===== src/rtl/state_pwm_pkg.sv =====
// state_pwm_pkg: shared types and constants for the PWM state link
// transmitter. The receiver classifies pulse high-time into four bands;
// the band limits live here so the raw-duty option (macro
// STATE_PWM_TX_RAW_DUTY_EN) can report the state a given width decodes to.
package state_pwm_pkg;

  typedef enum logic [1:0] {
    BRAKE = 2'b00,
    SHORT = 2'b01,
    OPEN  = 2'b10,
    DRIVE = 2'b11
  } pwm_state_e;

  // Inclusive upper limits of the receiver's decode bands.
  localparam int BAND_BRAKE_MAX = 307;
  localparam int BAND_SHORT_MAX = 409;
  localparam int BAND_OPEN_MAX  = 512;

  // Default period and per-state high times.
  localparam int PERIOD_DEF  = 1024;
  localparam int W_BRAKE_DEF = 154;
  localparam int W_SHORT_DEF = 358;
  localparam int W_OPEN_DEF  = 461;
  localparam int W_DRIVE_DEF = 768;

  // State the receiver decodes from a pulse of the given high time.
  function automatic pwm_state_e width_to_state(input int width);
    if (width <= BAND_BRAKE_MAX) begin
      return BRAKE;
    end else if (width <= BAND_SHORT_MAX) begin
      return SHORT;
    end else if (width <= BAND_OPEN_MAX) begin
      return OPEN;
    end
    return DRIVE;
  endfunction

endpackage


===== src/rtl/state_pwm_tx_if.sv =====
// state_pwm_tx_if: command handshake into the PWM transmitter.
// With STATE_PWM_TX_RAW_DUTY_EN defined the command also carries a raw
// duty width that overrides the state table.
interface state_pwm_tx_if;
  import state_pwm_pkg::*;

  logic [1:0] cmd_state;
  logic       cmd_valid;
  logic       cmd_ready;
`ifdef STATE_PWM_TX_RAW_DUTY_EN
  localparam int DUTY_W = $clog2(PERIOD_DEF);
  logic              cmd_raw;
  logic [DUTY_W-1:0] cmd_duty;
`endif

  modport master (
`ifdef STATE_PWM_TX_RAW_DUTY_EN
    output cmd_raw,
    output cmd_duty,
`endif
    output cmd_state,
    output cmd_valid,
    input  cmd_ready
  );

  modport slave (
`ifdef STATE_PWM_TX_RAW_DUTY_EN
    input  cmd_raw,
    input  cmd_duty,
`endif
    input  cmd_state,
    input  cmd_valid,
    output cmd_ready
  );

endinterface


===== src/rtl/state_pwm_width_lut.sv =====
// state_pwm_width_lut: combinational state -> high-time lookup.
// With STATE_PWM_TX_RAW_DUTY_EN defined a raw command bypasses the table:
// its duty is clamped to PERIOD-2 (so at least one low cycle remains) and the
// reported state is the band the receiver will decode from that width.
module state_pwm_width_lut
  import state_pwm_pkg::*;
#(
  parameter int PERIOD  = PERIOD_DEF,
  parameter int W_BRAKE = W_BRAKE_DEF,
  parameter int W_SHORT = W_SHORT_DEF,
  parameter int W_OPEN  = W_OPEN_DEF,
  parameter int W_DRIVE = W_DRIVE_DEF,
  localparam int CW     = $clog2(PERIOD)
) (
  input  pwm_state_e    state_i,
`ifdef STATE_PWM_TX_RAW_DUTY_EN
  input  logic          raw_i,
  input  logic [CW-1:0] duty_i,
`endif
  output logic [CW-1:0] width_o,
  output pwm_state_e    state_o
);

  logic [CW-1:0] table_width;

  // Fixed high time for each drive state.
  always_comb begin
    case (state_i)
      BRAKE:   table_width = CW'(W_BRAKE);
      SHORT:   table_width = CW'(W_SHORT);
      OPEN:    table_width = CW'(W_OPEN);
      DRIVE:   table_width = CW'(W_DRIVE);
      default: table_width = CW'(W_BRAKE);
    endcase
  end

`ifdef STATE_PWM_TX_RAW_DUTY_EN
  localparam logic [CW-1:0] MAX_W = CW'(PERIOD - 2);
  logic [CW-1:0] clamped;

  // Raw commands: clamp the duty and report the band it falls into.
  always_comb begin
    clamped = (duty_i > MAX_W) ? MAX_W : duty_i;
    if (raw_i) begin
      width_o = clamped;
      state_o = width_to_state(32'(clamped));
    end else begin
      width_o = table_width;
      state_o = state_i;
    end
  end
`else
  assign width_o = table_width;
  assign state_o = state_i;
`endif

endmodule


===== src/rtl/state_pwm_tx.sv =====
// state_pwm_tx: sends a 2-bit drive state as the high time of a fixed-length
// PWM period. Commands land in a one-entry pending buffer and are applied
// only at a period boundary, so a pulse is never cut short or stretched.
// Optional raw-duty commands: define STATE_PWM_TX_RAW_DUTY_EN.
module state_pwm_tx
  import state_pwm_pkg::*;
#(
  parameter int PERIOD  = PERIOD_DEF,
  parameter int W_BRAKE = W_BRAKE_DEF,
  parameter int W_SHORT = W_SHORT_DEF,
  parameter int W_OPEN  = W_OPEN_DEF,
  parameter int W_DRIVE = W_DRIVE_DEF
) (
  input  logic          clk,
  input  logic          reset,
  input  logic          enable_i,
  state_pwm_tx_if.slave cmd,
  output logic          pwm_o,
  output logic          period_start_o,
  output logic [1:0]    active_state_o,
  output logic          busy_o
);

  localparam int CW = $clog2(PERIOD);
  localparam logic [CW-1:0] LAST_CNT = CW'(PERIOD - 1);

  // Widths must land inside their receiver bands; DRIVE leaves at least
  // one low cycle so the receiver always sees a falling edge.
  if (!(W_BRAKE <= BAND_BRAKE_MAX && BAND_BRAKE_MAX < W_SHORT &&
        W_SHORT <= BAND_SHORT_MAX && BAND_SHORT_MAX < W_OPEN &&
        W_OPEN  <= BAND_OPEN_MAX  && BAND_OPEN_MAX  < W_DRIVE &&
        W_DRIVE <= PERIOD - 2)) begin : g_bad_widths
    $error("state_pwm_tx: state widths violate receiver band limits");
  end

  typedef enum logic [1:0] {
    IDLE = 2'b00,
    HIGH = 2'b01,
    LOW  = 2'b10
  } fsm_e;

  fsm_e          state_q, state_d;
  logic [CW-1:0] cnt_q, cnt_d;
  logic          pwm_q;
  logic          period_start_q;
  logic          transfer;      // a new period starts on this edge
  logic          accept;

  logic          pend_full_q;
  pwm_state_e    pend_state_q;
  pwm_state_e    active_state_q;
  logic [CW-1:0] active_width_q;

  pwm_state_e    lut_state;
  logic [CW-1:0] lut_width;
  logic [CW-1:0] next_width;    // width of the period that would start now

`ifdef STATE_PWM_TX_RAW_DUTY_EN
  logic          pend_raw_q;
  logic [CW-1:0] pend_duty_q;
`endif

  // The lookup works on the pending command so its width is ready at the
  // boundary edge.
  state_pwm_width_lut #(
    .PERIOD  (PERIOD),
    .W_BRAKE (W_BRAKE),
    .W_SHORT (W_SHORT),
    .W_OPEN  (W_OPEN),
    .W_DRIVE (W_DRIVE)
  ) u_lut (
    .state_i (pend_state_q),
`ifdef STATE_PWM_TX_RAW_DUTY_EN
    .raw_i   (pend_raw_q),
    .duty_i  (pend_duty_q),
`endif
    .width_o (lut_width),
    .state_o (lut_state)
  );

  assign accept        = cmd.cmd_valid && !pend_full_q;
  assign cmd.cmd_ready = !pend_full_q;
  assign next_width    = pend_full_q ? lut_width : active_width_q;

  // Next-state logic: HIGH for the active width, LOW to the end of the period.
  always_comb begin
    state_d  = state_q;
    cnt_d    = cnt_q;
    transfer = 1'b0;
    case (state_q)
      IDLE: begin
        if (enable_i) begin
          transfer = 1'b1;
          cnt_d    = '0;
          state_d  = (next_width == '0) ? LOW : HIGH;
        end
      end
      HIGH: begin
        cnt_d = cnt_q + CW'(1);
        if (cnt_q == active_width_q - CW'(1)) begin
          state_d = LOW;
        end
      end
      LOW: begin
        if (cnt_q == LAST_CNT) begin
          cnt_d = '0;
          if (enable_i) begin
            transfer = 1'b1;
            state_d  = (next_width == '0) ? LOW : HIGH;
          end else begin
            state_d = IDLE;
          end
        end else begin
          cnt_d = cnt_q + CW'(1);
        end
      end
      default: begin
        state_d = IDLE;
        cnt_d   = '0;
      end
    endcase
  end

  // FSM, counter and registered outputs.
  always_ff @(posedge clk or posedge reset) begin
    if (reset) begin
      state_q        <= IDLE;
      cnt_q          <= '0;
      pwm_q          <= 1'b0;
      period_start_q <= 1'b0;
    end else begin
      state_q        <= state_d;
      cnt_q          <= cnt_d;
      pwm_q          <= (state_d == HIGH);
      period_start_q <= transfer;
    end
  end

  // Pending buffer: filled by the handshake, emptied at a boundary. An
  // accept can only happen while empty, so it never collides with a drain.
  always_ff @(posedge clk or posedge reset) begin
    if (reset) begin
      pend_full_q  <= 1'b0;
      pend_state_q <= BRAKE;
`ifdef STATE_PWM_TX_RAW_DUTY_EN
      pend_raw_q   <= 1'b0;
      pend_duty_q  <= '0;
`endif
    end else if (accept) begin
      pend_full_q  <= 1'b1;
      pend_state_q <= pwm_state_e'(cmd.cmd_state);
`ifdef STATE_PWM_TX_RAW_DUTY_EN
      pend_raw_q   <= cmd.cmd_raw;
      pend_duty_q  <= CW'(cmd.cmd_duty);
`endif
    end else if (transfer) begin
      pend_full_q  <= 1'b0;
    end
  end

  // Active state/width change only on a boundary edge, using the pending
  // value held before that edge.
  always_ff @(posedge clk or posedge reset) begin
    if (reset) begin
      active_state_q <= BRAKE;
      active_width_q <= CW'(W_BRAKE);
    end else if (transfer && pend_full_q) begin
      active_state_q <= lut_state;
      active_width_q <= lut_width;
    end
  end

  assign pwm_o          = pwm_q;
  assign period_start_o = period_start_q;
  assign active_state_o = active_state_q;
  assign busy_o         = (state_q != IDLE);

endmodule


===== src/flat_wrapper.sv =====
// flat-port wrapper written by rule: the top's interface ports become plain ports
module state_pwm_tx_flat import state_pwm_pkg::*;
#(
  parameter int PERIOD  = PERIOD_DEF,
  parameter int W_BRAKE = W_BRAKE_DEF,
  parameter int W_SHORT = W_SHORT_DEF,
  parameter int W_OPEN  = W_OPEN_DEF,
  parameter int W_DRIVE = W_DRIVE_DEF
)
  (clk, reset, enable_i, pwm_o, period_start_o, active_state_o, busy_o, cmd_cmd_state, cmd_cmd_valid, cmd_cmd_ready);
  state_pwm_tx_if cmd_i ();
  input  logic clk;
  input  logic reset;
  input  logic enable_i;
  output logic pwm_o;
  output logic period_start_o;
  output logic [1:0] active_state_o;
  output logic busy_o;
  input wire logic [$bits(cmd_i.cmd_state)-1:0] cmd_cmd_state;
  input wire logic [$bits(cmd_i.cmd_valid)-1:0] cmd_cmd_valid;
  output wire logic [$bits(cmd_i.cmd_ready)-1:0] cmd_cmd_ready;
  assign cmd_i.cmd_state = cmd_cmd_state;
  assign cmd_i.cmd_valid = cmd_cmd_valid;
  assign cmd_cmd_ready = cmd_i.cmd_ready;
  state_pwm_tx #(.PERIOD(PERIOD), .W_BRAKE(W_BRAKE), .W_SHORT(W_SHORT), .W_OPEN(W_OPEN), .W_DRIVE(W_DRIVE)) u_core (.clk(clk), .reset(reset), .enable_i(enable_i), .cmd(cmd_i), .pwm_o(pwm_o), .period_start_o(period_start_o), .active_state_o(active_state_o), .busy_o(busy_o));
endmodule

===== config.mk =====
export PLATFORM = sky130hd
export DESIGN_NAME = state_pwm_tx_flat
export DESIGN_NICKNAME = d
export VERILOG_FILES = /design/src/rtl/state_pwm_pkg.sv /design/src/rtl/state_pwm_tx_if.sv /design/src/rtl/state_pwm_width_lut.sv /design/src/rtl/state_pwm_tx.sv /design/src/flat_wrapper.sv
export SDC_FILE = /design/constraint.sdc
export NUM_CORES = 1
export LEC_CHECK = 0
export BUFFER_PORTS_ARGS = -buffer_cell sky130_fd_sc_hd__buf_2
export CAP_MARGIN = 10
export CORE_AREA = 2 2 69 71
export CTS_BUF_LIST = sky130_fd_sc_hd__clkbuf_8 sky130_fd_sc_hd__clkbuf_16
export CTS_CLUSTER_SIZE = 28
export DETAILED_ROUTE_END_ITERATION = 7
export DIE_AREA = 0 0 71 73
export GPL_ROUTABILITY_DRIVEN = 0
export SYNTH_ARGS = -nofsm -noshare
export SYNTH_HDL_FRONTEND = slang
export SYNTH_SLANG_ARGS = --single-unit
export TNS_END_PERCENT = 20

===== constraint.sdc =====
create_clock -name clk -period 2.7 [get_ports clk]
set_clock_uncertainty 0.2 [all_clocks]
set_input_delay 0.27 -clock clk [delete_from_list [all_inputs] [get_ports clk]]
set_output_delay 0.27 -clock clk [all_outputs]
set_load 0.05 [all_outputs]

==> impl_results.md <==
* Status: completed
* Final critical-path required period at 2500 ps
* Syn avg cell area at 8.99 sq um
* CP bufs+invs at 0
* ANT cells at 0
* Synthesized Nets at 207
* Sequential fraction of the synthesis area at 0.396
* Initial Util at 0.378
* M3 GR Usage at 0.0331
* Syn-to-layout area delta at 12.2%
* Core ar. at 4540 sq um
* Vias in the first global route at 1338
* Initial drt markers at 56
* Slew Viols, Final at 0
* Setup repair bufs after CTS at 0
* TNS Setup at 0 ps
* YS warnings at 0
* Total number of vias at 1383
* IO Pins at 12
* DRT antenna net count at 0
* Maximum capacitance violations at 0
* Rows at 25
* Crit path cell chain: ha_1 > and3_1 > nand4_2 > o21a_1 > or3_1 > mux2_2
* Max-slew headroom at 0.652
* GRT Resource Usage Total at 0.149
* Worst Setup End Kind: register
* Asr flop ratio synth at 1.00
* Library cells used by synthesis at 44
* H-tree levels at 1
* Initial antenna violation count at 0
* Max frequency at 0.400 GHz
* Die height at 73 um
* Largest net degree at the start of global routing at 28
* Most frequent cells in the layout: dfrtp_1 (24), nand2_1 (19), nor2_1 (17), o21ai_0 (17), inv_1 (14)
* Layout cells sized above 1 at 0.172
* Die ar. at 5180 sq um
* Hold_sp: cmd_cmd_state[0]
* Number of synthesized flops with an enable pin at 0
* Worst-skew pair later-pin latency at 270 ps
* Worst Setup Start Kind: register
* TritonCTS Buffers at 3
* CTS sink count at 27
* Largest cells by area after synthesis: dfrtp_1 (35%), ha_1 (7.3%), o21ai_0 (5.0%), dfstp_2 (4.6%), nand2_1 (4.2%)
* Worst-path clk slew at 100 ps
* WHS at 8.10 ps
* First-pass DRT Iterations at 4
* Peak VDD IR at 277 uV
* Final hold vios at 0
* Critical Path Start: u_core.cnt_q[0]
* First-pass GRT wire length at 6160 um
* Post-Synthesis Cells at 191
* Die Wd at 71 um
* CP max stage cell: or3_1
* Clock tree from TritonCTS: built
* Vias per cell at 5.26
* Reg2Reg Launch Point: u_core.cnt_q[0]
* Clk root buf: clkbuf_8
* Post-route DRC at 0
* CP Class: reg -> reg
* Top_reg_cell synth: dfrtp_1
* CP Max Fanout at 15
* DP Wirelength at 2640 um
* CP required at 2670 ps
* IO Port Bufs at 11
* Post-Syn Area at 1720 sq um
* CP delay by family, top: simple AND/OR/NAND/NOR gates
* Area leader, netlist: dfrtp_1
* Hold Crit Class: in -> reg
* Worst-margin pin slew at 521 ps
* Final setup vio count at 0
* Unrepaired setup endpoints after global routing: false
* GR peak layer: met2
* CP max stage delay at 550 ps
* GR Util met2 at 0.252
* Final period util at 0.925
* Synth top area share at 0.350
* Clk buf depth at 2
* Leak at 0.922 nW
* Remaining Overflow, GRT at 0
* Avg WL per Cell at 13.5 um
* Final wirelength at 3540 um
* Commonest non-fill, non-tap cell in the layout: dfrtp_1
* Crit path DAT at 2470 ps
* Met1 Use GR at 0.201
* Synthesized flop and latch total at 27
* PD cells at 378 nW/um^2
* Nets at 226
==> kinds of logic after synthesis <==
family / count (synthesis) / synth area share
xor+xnor: 14 / 0.0714
mux: 7 / 0.0445
fa+ha+maj: 10 / 0.0729
flops: 27 / 0.396
simple gates: 72 / 0.216
compound gates: 41 / 0.149
buf+inv: 20 / 0.0510
==> cells in the mapped netlist, types with 2 or more instances <==
cell	number
nand2b_1	4
nor4_1	2
ha_1	10
buf_2	3
a31oi_1	2
mux2_2	5
dfstp_2	3
mux2i_1	2
xor2_1	6
o21ai_1	2
nor3_1	6
o21ai_0	17
o21a_1	3
nor2b_1	3
nand4_1	3
dfrtp_1	24
nand2_1	19
a21oi_1	5
nand3_1	5
xnor2_1	8
nor2_1	17
o31ai_1	3
inv_1	14
or2_2	2
and3_1	4
==> report_power, final <==
| group | total (mW) | switching, mW | leakage (nW) | internal (mW) |
|---|---|---|---|---|
| clock network | 0.235 | 0.130 | 0.0217 | 0.105 |
| registers | 0.420 | 0.00657 | 0.328 | 0.413 |
| logic | 0.0738 | 0.0455 | 0.572 | 0.0284 |
| total | 0.728 | 0.182 | 0.922 | 0.546 |
==> sequential cells by signal, summed over array words and instances, names as in the netlist <==
register,count
u_core.active_state_o,2
u_core.active_width_q,8
u_core.cnt_q,10
u_core.pend_full_q,1
u_core.pend_state_q,2
u_core.period_start_o,1
u_core.pwm_o,1
u_core.state_q,2
==> final timing paths <==
check | endpoint | slack (ps) | cells past startpoint
min reg2reg | u_core.active_state_o[1] | 300 | 2
max | u_core.active_width_q[0] | 200 | 6
max reg2reg | u_core.active_width_q[0] | 200 | 6
max in group asynchronous | u_core.active_width_q[1] | 1610 | 4
min | u_core.pend_state_q[0] | 8 | 3
min in group asynchronous | u_core.pend_state_q[1] | 390 | 4
==> through the flow <==
step	area [sq um]	util	instances	worst slack, ps	total power [mW]
finish	1930	0.425	263	203	0.728
detailed placement	1860	0.409	257	211	0.500
CTS	1920	0.422	262	211	0.740
floorplan	1720	-	191	386	0.475
global placement	1860	0.409	257	254	0.500
global route	1930	0.425	263	8.40	0.767
==> tightest hold or removal path: cells and delay by family <==
kind | cells | cell delay [ps]
simple gates | 1 | 40
buf+inv | 1 | 70
compound gates | 1 | 70
==> metal layers <==
metal	wire length (um)	vias up
met1	1680	648
met2	1700	28
li1	-	705
met4	17	0
met5	0	-
met3	143	2
==> final cells by class <==
cell class	count	area, sq um
inverter	14	52.6
timing repair buffer	20	128
clock inverter	1	7.51
sequential	27	679
fill	440	2610
tap	54	67.6
multi-input combinational	144	950
clock buffer	3	41.3
==> timing repair <==
item / in CTS / in global routing
endpoints found under the hold margin: 24 / 1
setup endpoints to repair: 0 / 1
gates resized for setup: 0 / 0
hold buffers: 1 / 1
(Power assumes the default switching activity.)
